**config.mk**
```make
export PLATFORM = sky130hd
export DESIGN_NAME = uart_tx
export DESIGN_NICKNAME = d
export VERILOG_FILES = /design/src/rtl/uart_pkg.sv /design/src/rtl/uart_tx.sv
export SDC_FILE = /design/constraint.sdc
export NUM_CORES = 1
export LEC_CHECK = 0
export BUFFER_PORTS_ARGS = -buffer_cell sky130_fd_sc_hd__buf_2
export CORE_UTILIZATION = 30
export CTS_CLUSTER_SIZE = 14
export DETAILED_ROUTE_END_ITERATION = 10
export GPL_TIMING_DRIVEN = 0
export PLACE_DENSITY_LB_ADDON = 0.2
export SETUP_SLACK_MARGIN = 0.4
export SYNTH_ARGS = -nofsm -noshare
export SYNTH_HDL_FRONTEND = slang
export SYNTH_SLANG_ARGS = --single-unit
```
**constraint.sdc**
```tcl
create_clock -name clk -period 1.7 [get_ports clk]
set_input_delay 0.34 -clock clk [delete_from_list [all_inputs] [get_ports clk]]
set_output_delay 0.34 -clock clk [all_outputs]
set_load 0.005 [all_outputs]
```
**src/rtl/uart_pkg.sv**
```systemverilog
// Shared UART definitions: FSM state encoding (common to transmitter and receiver),
// parity mode constants and a parity helper.
package uart_pkg;

    localparam logic [2:0] ST_IDLE   = 3'd0;
    localparam logic [2:0] ST_START  = 3'd1;
    localparam logic [2:0] ST_DATA   = 3'd2;
    localparam logic [2:0] ST_PARITY = 3'd3;
    localparam logic [2:0] ST_STOP   = 3'd4;

    localparam int PAR_NONE = 0;
    localparam int PAR_EVEN = 1;
    localparam int PAR_ODD  = 2;

    typedef enum logic [2:0] {
        S_IDLE   = ST_IDLE,
        S_START  = ST_START,
        S_DATA   = ST_DATA,
        S_PARITY = ST_PARITY,
        S_STOP   = ST_STOP
    } uart_state_e;

    // Data must be zero-extended to 8 bits; unused upper bits then do not disturb the XOR.
    function automatic logic parity_bit(input logic [7:0] data, input int mode);
        return (^data) ^ (mode == PAR_ODD);
    endfunction

endpackage

```
**src/rtl/uart_tx.sv**
```systemverilog
// UART transmitter: one-word holding register in front of an LSB-first shifter,
// stepped only by the shared baud enable pulse.
module uart_tx
    import uart_pkg::*;
#(
    parameter int DATA_BITS = 8,
    parameter int PARITY    = 0,
    parameter int STOP_BITS = 1
) (
    input  logic                 clk,
    input  logic                 reset,
    input  logic                 baud_clk_en,
    input  logic [DATA_BITS-1:0] data_in,
    input  logic                 tx_valid,
    output logic                 tx_ready,
    output logic                 tx_out,
    output logic                 tx_busy,
    output logic                 tx_done,
    output logic [2:0]           dbg_state_o
);

    // Handshake: a word transfers on a clk edge where tx_valid && tx_ready; tx_ready is
    // a flop mirroring "holding register empty", so it never depends on tx_valid.

    uart_state_e          state_q, state_d;
    logic [DATA_BITS-1:0] hold_q;
    logic                 hold_full_q, hold_full_d;
    logic [DATA_BITS-1:0] shift_q, shift_d;
    logic                 par_q, par_d;
    logic [2:0]           bit_cnt_q, bit_cnt_d;
    logic                 stop_cnt_q, stop_cnt_d;
    logic                 tx_out_q, tx_out_d;
    logic                 done_q, done_d;
    logic                 busy_q;
    logic                 ready_q;
    logic                 accept;
    logic                 take;

    assign accept      = tx_valid && ready_q;
    assign tx_ready    = ready_q;
    assign tx_out      = tx_out_q;
    assign tx_busy     = busy_q;
    assign tx_done     = done_q;
    assign dbg_state_o = state_q;

    always_comb begin
        state_d    = state_q;
        shift_d    = shift_q;
        par_d      = par_q;
        bit_cnt_d  = bit_cnt_q;
        stop_cnt_d = stop_cnt_q;
        tx_out_d   = tx_out_q;
        done_d     = 1'b0;
        take       = 1'b0;
        if (baud_clk_en) begin
            unique case (state_q)
                S_IDLE: begin
                    if (hold_full_q) begin
                        take     = 1'b1;
                        state_d  = S_START;
                        tx_out_d = 1'b0;
                    end
                end
                S_START: begin
                    state_d   = S_DATA;
                    tx_out_d  = shift_q[0];
                    bit_cnt_d = 3'd0;
                end
                S_DATA: begin
                    if (bit_cnt_q == 3'(DATA_BITS - 1)) begin
                        if (PARITY != PAR_NONE) begin
                            state_d  = S_PARITY;
                            tx_out_d = par_q;
                        end else begin
                            state_d    = S_STOP;
                            tx_out_d   = 1'b1;
                            stop_cnt_d = 1'b0;
                        end
                    end else begin
                        shift_d   = {1'b0, shift_q[DATA_BITS-1:1]};
                        tx_out_d  = shift_q[1];
                        bit_cnt_d = bit_cnt_q + 3'd1;
                    end
                end
                S_PARITY: begin
                    state_d    = S_STOP;
                    tx_out_d   = 1'b1;
                    stop_cnt_d = 1'b0;
                end
                S_STOP: begin
                    if (stop_cnt_q == 1'(STOP_BITS - 1)) begin
                        done_d = 1'b1;
                        // A waiting word starts immediately: no idle bit between frames.
                        if (hold_full_q) begin
                            take     = 1'b1;
                            state_d  = S_START;
                            tx_out_d = 1'b0;
                        end else begin
                            state_d  = S_IDLE;
                            tx_out_d = 1'b1;
                        end
                    end else begin
                        stop_cnt_d = stop_cnt_q + 1'b1;
                    end
                end
                default: begin
                    state_d  = S_IDLE;
                    tx_out_d = 1'b1;
                end
            endcase
        end
        if (take) begin
            shift_d = hold_q;
            par_d   = parity_bit(8'(hold_q), PARITY);
        end
        // take and accept are exclusive: take needs a full register, accept an empty one.
        hold_full_d = take ? 1'b0 : (accept ? 1'b1 : hold_full_q);
    end

    always_ff @(posedge clk or negedge reset) begin
        if (!reset) begin
            state_q     <= S_IDLE;
            hold_q      <= '0;
            hold_full_q <= 1'b0;
            shift_q     <= '0;
            par_q       <= 1'b0;
            bit_cnt_q   <= 3'd0;
            stop_cnt_q  <= 1'b0;
            tx_out_q    <= 1'b1;
            done_q      <= 1'b0;
            busy_q      <= 1'b0;
            ready_q     <= 1'b1;
        end else begin
            state_q     <= state_d;
            if (accept) hold_q <= data_in;
            hold_full_q <= hold_full_d;
            shift_q     <= shift_d;
            par_q       <= par_d;
            bit_cnt_q   <= bit_cnt_d;
            stop_cnt_q  <= stop_cnt_d;
            tx_out_q    <= tx_out_d;
            done_q      <= done_d;
            busy_q      <= (state_d != S_IDLE);
            ready_q     <= !hold_full_d;
        end
    end

endmodule
```
Yosys cells after proc, flatten, opt, wreduce, memory -nomap -nowiden
Index checks and enable logic that the tools add are counted.

Bits in registers: 28. Bits in latches: 0. Bits in writable memories: 0. Memory bits (read-only): 0. Input port bits: 12. Output and inout bits: 7. Word-level logic and storage cells: 63. Memories kept: 0.

$add $sub $neg: 2. Multiply operators: 0. Divide/modulo/power cells: 0. $lt $le $gt $ge: 0. Equal/unequal tests: 10. Shift-type cells: 0. Multiplexer cells: 29. Bitwise gates (word level): 0. Reductions and logical operators: 12.

Operators by type and width (number): $mux W8 (4); $mux W1 (15); $mux W3 (5); $pmux W3 S5 (1); $reduce_and A3 Y1 (4); $ne A2 B2 Y1 const B (5); $eq A3 B2 Y1 const B (2); $eq A3 B3 Y1 const B (2); $pmux W3 S2 (1); $reduce_bool A2 Y1 (3); $reduce_bool A3 Y1 (2); $pmux W1 S4 (1); $add A3 B1 Y3 const B (1); $eq A3 B1 Y1 const B (1); $logic_not A3 Y1 (1); $pmux W1 S3 (1); $pmux W1 S2 (1); $add A1 B1 Y1 const B (1); $logic_and A1 B1 Y1 (1); $logic_not A1 Y1 (1).

Longest topological paths before layout
Gate-level depths: netlist of run 1.

Depth after elaboration: 6. Depth in mapped cells: 6. Gate-level depth less buffers: 5.

Worst setup path after synthesis of run 1
Ideal clock, no wire load.

Path kind: reg2reg. Start point: register bit_cnt_q[0]. End point: register bit_cnt_q[0]. Setup time: 0.125 ns. Arrival time: 1.289 ns. Required time: 1.575 ns. Setup slack: 0.286 ns. Cell stages (with the launch flop): 6. Buffers on the path: 0. Clock period less this slack: 1.414 ns. Cell sequence: dfrtp_1 > ha_1 > ha_1 > nor3b_1 > o21ai_1 > mux2_4.

Word-level cells in the longest chain between the ends: 3. Elaborated cells between the ends (all ways): 6. Classes of those cells: add/sub (1); eq/ne (2); mux (2); reduce/logical (1).

Ends and longest elaborated chain: start: declaration (line uart_tx.sv:30) `logic [2:0] bit_cnt_q, bit_cnt_d;`; start signal: assignment (line uart_tx.sv:139) `bit_cnt_q <= bit_cnt_d;`; $add A3 B1 Y3 / $eq A3 B3 Y1 (equally long branches) (line uart_tx.sv:82, uart_tx.sv:70); $mux W3 / $ne A2 B2 Y1 (equally long branches); $pmux W3 S2 / $reduce_and A3 Y1 (equally long branches).

Parallel ways exist; a longest one is shown, timed or not. The select of a mux whose other input is x is not followed. A chain may end at the register's enable or synchronous reset.

Final worst setup path of run 1
Start point: register bit_cnt_q[0]. End point: register shift_q[2].

Word-level cells in the longest chain between the ends: 3.

Ends and longest elaborated chain: $eq A3 B3 Y1 (line uart_tx.sv:70) `if (bit_cnt_q == 3'(DATA_BITS - 1)) begin`; $ne A2 B2 Y1 (no line); $reduce_and A3 Y1 (no line); end signal: assignment (line uart_tx.sv:137) `shift_q <= shift_d;`; end: declaration (line uart_tx.sv:28) `logic [DATA_BITS-1:0] shift_q, shift_d;`.

No other way between the ends.

==> summary.txt, run 1 <==
======================================================================================================
Result of the run                                                                            completed
Clock period minus worst slack                                                                 1430 ps
Share of flip-flops with an asynchronous set or reset after synthesis                             1.00
Clock tree from TritonCTS                                                                        built
Final standard cell utilization of the core                                                      0.381
Largest family of logic cells by synthesized area                                         compound AO/OA/AOI/OAI gates
Met3 track demand over resource in global routing                                               0.0360
Placed cell count                                                                                  176
Iteration-0 DRC count of the detailed router                                                        79
DPL Wire Length                                                                                1720 um
Mapped Cells                                                                                       108
Starting Density                                                                                 0.313
Adder and majority gate portion of the synthesized area                                         0.0198
Final setup violating endpoints                                                                      0
Overall routed net length                                                                      2610 um
Synthesized flop and latch total                                                                    27
Yosys synthesis warning count                                                                        0
Number of slew-limit violations in the final report                                                  0
Final hold violation count                                                                           0
I/O Buffers                                                                                         18
Most common library cell in the layout ignoring fill and taps                                  dfrtp_1
Maximum fanout count along the critical path                                                        10
Share of final-layout standard cells stronger than drive strength 1                              0.397
Critical-path cell list                                                                   ha_2 > ha_4 > buf_8 > nor2_4 > a31oi_1 > a21oi_1
Number of levels the H-tree was split into                                                           1
Chip height                                                                                    66.8 um
Post-Synth Simple-Gate Area                                                                      0.138
# clock sinks                                                                                       27
Number of vias per cell after detailed routing                                                    5.15
Period Utilization, post-route                                                                   0.841
Share of the synthesized area in compound gates (AO/OA/AOI/OAI)                                  0.164
Part of the Yosys area used for sequential elements                                              0.538
Most heavily used metal layer in global routing                                                   met2
Die Span X                                                                                     66.8 um
Total core area                                                                           0.00403 sq mm
Synthesized Nets                                                                                   122
Post-layout power                                                                              2.70 mW
Static Leakage                                                                                0.684 nW
Power per unit of standard cell area                                                      1760 mW/mm^2
Proportion of synthesized area in mux cells                                                     0.0833
Combined area of all synthesized cells                                                    0.00126 sq mm
Met1 routing resource usage after global routing                                                 0.183
Layout overhead on the synthesized area                                                          21.7%
Ports placed on the boundary                                                                        19
Number of global-route vias before repair                                                          925
Clock Skew                                                                                     6.26 ps
Clock transition at the register clock pins on the worst setup and hold paths after CTS          90 ps
Site Rows                                                                                           23
Clock Tree Root                                                                               clkbuf_8
Mean post-synth cell area                                                                   11.7 sq um
Max stage delay cell, worst path                                                               dfrtp_1
Final weighted congestion in routability-driven placement                                        0.735
Worst VDD drop                                                                                0.806 mV
Met2 GRT Util                                                                                    0.212
Number of clock buffers inserted by TritonCTS                                                        3
Largest net degree at the start of global routing                                                   28
Worst path top cell family by delay                                                         flip-flops
CP Data Arrival Time                                                                           1630 ps
First-pass GRT wire length                                                                     4470 um
Latest clock arrival within the worst-skew pair                                                 270 ps
Worst EP required                                                                              1900 ps
Worst setup path category                                                                   reg -> reg
Die ar.                                                                                   0.00447 sq mm
Hold bufs inserted after CTS                                                                         0
Reg-to-reg endpoint                                                                         shift_q[2]
Via total after detailed routing                                                                   932
Number of optimization iterations in the first detailed-route pass                                   5
Most used flip-flop cell after synthesis                                                       dfrtp_1
Routed Antenna Nets                                                                                  0
Max Cap Viol                                                                                         0
Source of the worst register-to-register timing path                                      bit_cnt_q[0]
Layout Nets                                                                                        146
Inserted Diodes                                                                                      0
Post-Synth XOR/XNOR Area                                                                             0
Max Clk Rate                                                                                   699 MHz
Number of synthesized flops with an enable pin                                                       0
Global-route total usage across every layer                                                      0.138
Detailed-route wire length per cell                                                            14.4 um
Antenna violations before repair                                                                     0
Element type at the critical path start                                                           flop
Buffers plus inverters on the worst setup path                                                       1
Flop-to-flop setup slack                                                                        270 ps
Overall overflow remaining after global route                                                        0
Element type at the critical path end                                                             flop
Hold Path Class                                                                            in -> async
Number of buffers on the longest clock path                                                          2
Top library cells by usage in the layout, fill and taps aside                             dfrtp_1, buf_2, nor2_1, mux2_2
Netlist cell types                                                                                  35
Worst-case headroom to the max-slew limit                                                        0.598
Final-layout setup total negative slack                                                           0 ps
Setup repair after global routing missed its margin                                               true
Number of DRC violations after detailed routing                                                      0
Transition time of the tightest slew-check pin                                                  604 ps
Largest stage delay, worst path                                                                 410 ps
R2R depth                                                                                            6
Count of placed standard cells in the final layout, fillers left out                               181
======================================================================================================
## worst max-delay path by stage
stage            startpoint            to  slack (ps)  cells past startpoint
6_report       bit_cnt_q[0]    shift_q[2]         270                      6
5_1_grt        bit_cnt_q[1]    shift_q[2]         190                      6
4_1_cts        bit_cnt_q[1]    shift_q[2]         250                      6
3_5_place_dp   bit_cnt_q[1]    shift_q[2]         230                      6
3_3_place_gp   bit_cnt_q[0]    shift_q[3]         250                      6
2_1_floorplan  bit_cnt_q[0]  bit_cnt_q[0]         360                      5
## state kept, by name (all words and copies together), names as in the netlist
signal and cells:
shift_q 8, tx_ready 1, tx_busy 1, tx_done 1, tx_out 1, hold_full_q 1
bit_cnt_q 3, dbg_state_o 3, hold_q 8
## routing by layer
metal  part of all wire  wire length, um
met3              0.038               98
met5                  0                0
met4              0.016               41
met1               0.47             1240
met2               0.47             1230
## worst register-to-register path, delay by kind of cell (launching register included)
family | cells | cell delay [ps]
DFF | 1 | 410
adders and majority gates | 2 | 360
and+or+nand+nor | 1 | 180
buffers and inverters | 1 | 140
AOI/OAI and AO/OA | 2 | 260
## cell type report
class / count / area [sq um]
multi-input combinational: 70 / 559
sequential: 27 / 679
fill: 412 / 2490
tap: 50 / 62.6
inverter: 3 / 11.3
clock buffer: 4 / 45.0
buffer: 8 / 73.8
timing repair buffer: 19 / 104
## per-stage QoR
| stage | cell area, sq um | hold slack, ps | setup WS (ps) |
|---|---|---|---|
| 3_3_place_gp | 1450 | 386 | 252 |
| 3_5_place_dp | 1450 | 399 | 231 |
| 4_1_cts | 1520 | 91.8 | 249 |
| 2_1_floorplan | 1290 | 44.4 | 356 |
| 6_report | 1540 | 59.8 | 269 |
| 5_1_grt | 1540 | 121 | 189 |
## synth_stat cells (2+ instances only)
master	count	area [sq um]
dfrtp_1	25	626
mux2_2	8	90.1
nor2_1	8	30.0
a21oi_1	7	35.0
a31oi_1	7	43.8
o31ai_1	7	52.6
o21ai_0	5	25.0
buf_2	4	20.0
buf_6	3	33.8
inv_1	3	11.3
nand2_1	3	11.3
a22o_1	2	17.5
dfstp_2	2	52.6
ha_1	2	25.0
o21ai_1	2	10.0
## power by group
group | leakage [nW] | switching [mW] | internal, mW
combinational | 0.339 | 0.548 | 0.617
clock | 0.0228 | 0.197 | 0.168
sequential | 0.322 | 0.198 | 0.975
## logic make-up after synthesis
family | Yosys count
buffers and inverters | 11
muxes | 9
AOI/OAI and AO/OA | 33
adders and majority gates | 2
DFF | 27
and+or+nand+nor | 26
## repair_timing
action / 4_1_cts / 5_1_grt
setup buffers: 1 / 0
pin swaps: 20 / 4
resized for setup: 3 / 4
endpoints found under the setup margin: 14 / 23
Note: power is estimated with default switching activity, not from simulation.
==> inputs of run 2 (changes only) <==
Clock period 1.7 ns to 1.2 ns, I/O delays scaled along.
==> run 2 against run 1 <==
  * The flow now finishes with violations (negative hold slack, negative setup slack)
  * Non-clock buffer count rose by 8
  * Clock skew decreased by 3.8 ps
  * Cell count up 5.0%
  * Utilization grew 4.2 points
  * Wire length grew 5.6%
  * Global-route usage shrank 0.14 points
  * Critical path depth stayed put
  * Register-to-register slack got worse by 500 ps
  * Largest power group is now combinational cells
  * Via count grew 4.3%
  * Die area unchanged
  * Fmax is 0.24% higher
==> summary.txt, run 2 (synthesis results as in run 1) <==
======================================================================================================
Worst-case headroom to the max-slew limit                                                        0.593   -0.00499
Violations in the final reports                                                           negative hold slack, negative setup slack
Via total after detailed routing                                                                   972   +4.3%
Number of global-route vias before repair                                                          929   +0.43%
Static Leakage                                                                                0.782 nW   +14%
Worst Setup Slack post-DPL                                                                     -255 ps   -487 ps
Max stage delay cell, worst path                                                               dfrtp_1
Max Cap Viol                                                                                         0   unchanged
Latest clock arrival within the worst-skew pair                                                 260 ps   about the same
Clock Skew                                                                                     2.51 ps   -3.75 ps
Number of slew-limit violations in the final report                                                  0   unchanged
Layout overhead on the synthesized area                                                          35.2%
Overall routed net length                                                                      2760 um   +5.6%
Share of final-layout standard cells stronger than drive strength 1                              0.493   +0.0959
Power per unit of standard cell area                                                      2540 mW/mm^2   +44%
Total core area                                                                           0.00403 sq mm   unchanged
Fraction of power consumed by combinational cells                                                0.493   +0.062
Number of vias per cell after detailed routing                                                    5.12   -0.65%
Clock period minus worst slack                                                                 1430 ps   -3.37 ps
Setup repair after global routing missed its margin                                               true
Overall overflow remaining after global route                                                        0   unchanged
Global-route total usage across every layer                                                      0.137   -0.00135
Biggest registers after layout                                                            hold_q x8, shift_q x8
Maximum fanout count along the critical path                                                        10   unchanged
Number of levels the H-tree was split into                                                           1   unchanged
Clock Tree Root                                                                               clkbuf_8
Period Utilization, post-route                                                                    1.19   +0.348
Worst Hold Slack                                                                              -24.5 ps   -84.2 ps
First-pass GRT wire length                                                                     4510 um   +0.76%
Largest net degree at the start of global routing                                                   28   unchanged
Hold Path Class                                                                            in -> async
Final weighted congestion in routability-driven placement                                        0.719   -2.1%
Worst setup path category                                                                   reg -> reg
Clock tree from TritonCTS                                                                        built
Element type at the critical path end                                                             flop
Clock power frac                                                                                 0.115   -0.020
CP Data Arrival Time                                                                           1620 ps   about the same
Ports placed on the boundary                                                                        19   unchanged
Element type at the critical path start                                                           flop
Die ar.                                                                                   0.00447 sq mm   unchanged
Routed Antenna Nets                                                                                  0   unchanged
Post-layout power                                                                              4.34 mW   +60%
Cell Int Power                                                                                 2.83 mW   +61%
Critical-path cell list                                                                   ha_2 > ha_4 > buf_6 > nor2_4 > a31oi_1 > a21oi_1
Max Clk Rate                                                                                   701 MHz   +0.24%
Largest stage delay, worst path                                                                 400 ps   about the same
Most common library cell in the layout ignoring fill and taps                                  dfrtp_1
Number of DRC violations after detailed routing                                                      0   unchanged
Clock transition at the register clock pins on the worst setup and hold paths after CTS          90 ps   about the same
# clock sinks                                                                                       27   unchanged
Iteration-0 DRC count of the detailed router                                                        33   -58%
Transition time of the tightest slew-check pin                                                  611 ps   +7.48 ps
Result of the run                                                                         finished with violations
Number of clock buffers inserted by TritonCTS                                                        3   unchanged
Inserted Diodes                                                                                      0   unchanged
Number of optimization iterations in the first detailed-route pass                                   4   -1
Switching Power                                                                                1.51 mW   +60%
Smallest setup slack after layout                                                              -227 ps   -497 ps
Sequential share of power                                                                        0.392   -0.042
Post-route design area                                                                    0.00171 sq mm   +11%
Antenna violations before repair                                                                     0   unchanged
Worst VDD drop                                                                                0.830 mV   +3.0%
Layout Nets                                                                                        155   +6.2%
Final setup violating endpoints                                                                     14   +14
I/O Buffers                                                                                         18   unchanged
Die Span X                                                                                     66.8 um   unchanged
Chip height                                                                                    66.8 um   unchanged
Worst EP required                                                                              1390 ps   -510 ps
Number of buffers on the longest clock path                                                          2   unchanged
Top library cells by usage in the layout, fill and taps aside                             dfrtp_1, buf_2, buf_6
DPL Wire Length                                                                                1720 um   -0.23%
Starting Density                                                                                 0.313   unchanged
Fill cell total of the finished layout                                                             412   unchanged
Proportion of total power due to net switching                                                   0.347   -0.00152
Final hold violation count                                                                          25   +25
Final-layout setup total negative slack                                                       -2410 ps   -2410 ps
Detailed-route wire length per cell                                                            14.5 um   +0.59%
Dpl cell area                                                                             0.00150 sq mm   +3.5%
Site Rows                                                                                           23   unchanged
Final standard cell utilization of the core                                                      0.423   +0.0422
======================================================================================================
## run 2: power groups by stage
stage,clock [mW],combinational (mW),sequential [mW]
floorplan,0,1.31,1.63
global placement,0,1.64,1.66
detailed placement,0,1.68,1.68
CTS,0.526,1.98,1.69
global route,0.571,2.36,1.76
finish,0.501,2.14,1.70
## run 2: per-stage QoR
| stage | hold slack [ps] | cells |
|---|---|---|
| 4_1_cts | -3.21 | 186 |
| 5_1_grt | 7.33 | 190 |
| 3_3_place_gp | 291 | 176 |
| 3_5_place_dp | 292 | 176 |
| 6_report | -24.5 | 190 |
| 2_1_floorplan | -55.6 | 108 |
## run 2: timing repair
action	4_1_cts	5_1_grt
setup buffers	4	3
pin swaps	15	8
endpoints found under the hold margin	18	0
endpoints found under the setup margin	34	34
gates resized for setup	16	9
cloned	2	1
## run 2: area by class of cell
class	instances	area [sq um]	share of cell area
timing repair buffer	27	173	0.101
multi-input combinational	71	654	0.384
inverter	3	11.3	0.00660
tap	50	62.6	0.0367
buffer	8	80.1	0.0470
clock buffer	4	45.0	0.0264
sequential	27	679	0.398
## run 2: final timing paths
path / slack (ps) / depth (start not counted) / startpoint / to
max in group asynchronous: 790 / 1 / reset / dbg_state_o[2]
min in group clk: 200 / 2 / data_in[1] / hold_q[1]
hold / removal: -20 / 1 / reset / hold_q[3]
setup reg to reg: -230 / 6 / bit_cnt_q[1] / shift_q[0]
setup / recovery: -230 / 6 / bit_cnt_q[1] / shift_q[0]
hold reg to reg: 510 / 2 / hold_q[7] / shift_q[7]
## run 2: worst max-delay path: cells and delay by family (launching register included)
family / cells / cell delay [ps]
flops: 1 / 400
fa+ha+maj: 2 / 360
compound gates: 2 / 270
simple gates: 1 / 180
buf+inv: 1 / 140
## run 2: layer usage
layer / wire length [um] / track usage / vias to the layer above / part of all wire
li1: - / - / 458 / -
met4: 20 / 0.0399 / 0 / 0.0073
met3: 135 / 0.0257 / 2 / 0.049
met5: 0 / 0 / - / 0
met1: 1310 / 0.200 / 479 / 0.47
met2: 1290 / 0.202 / 33 / 0.47
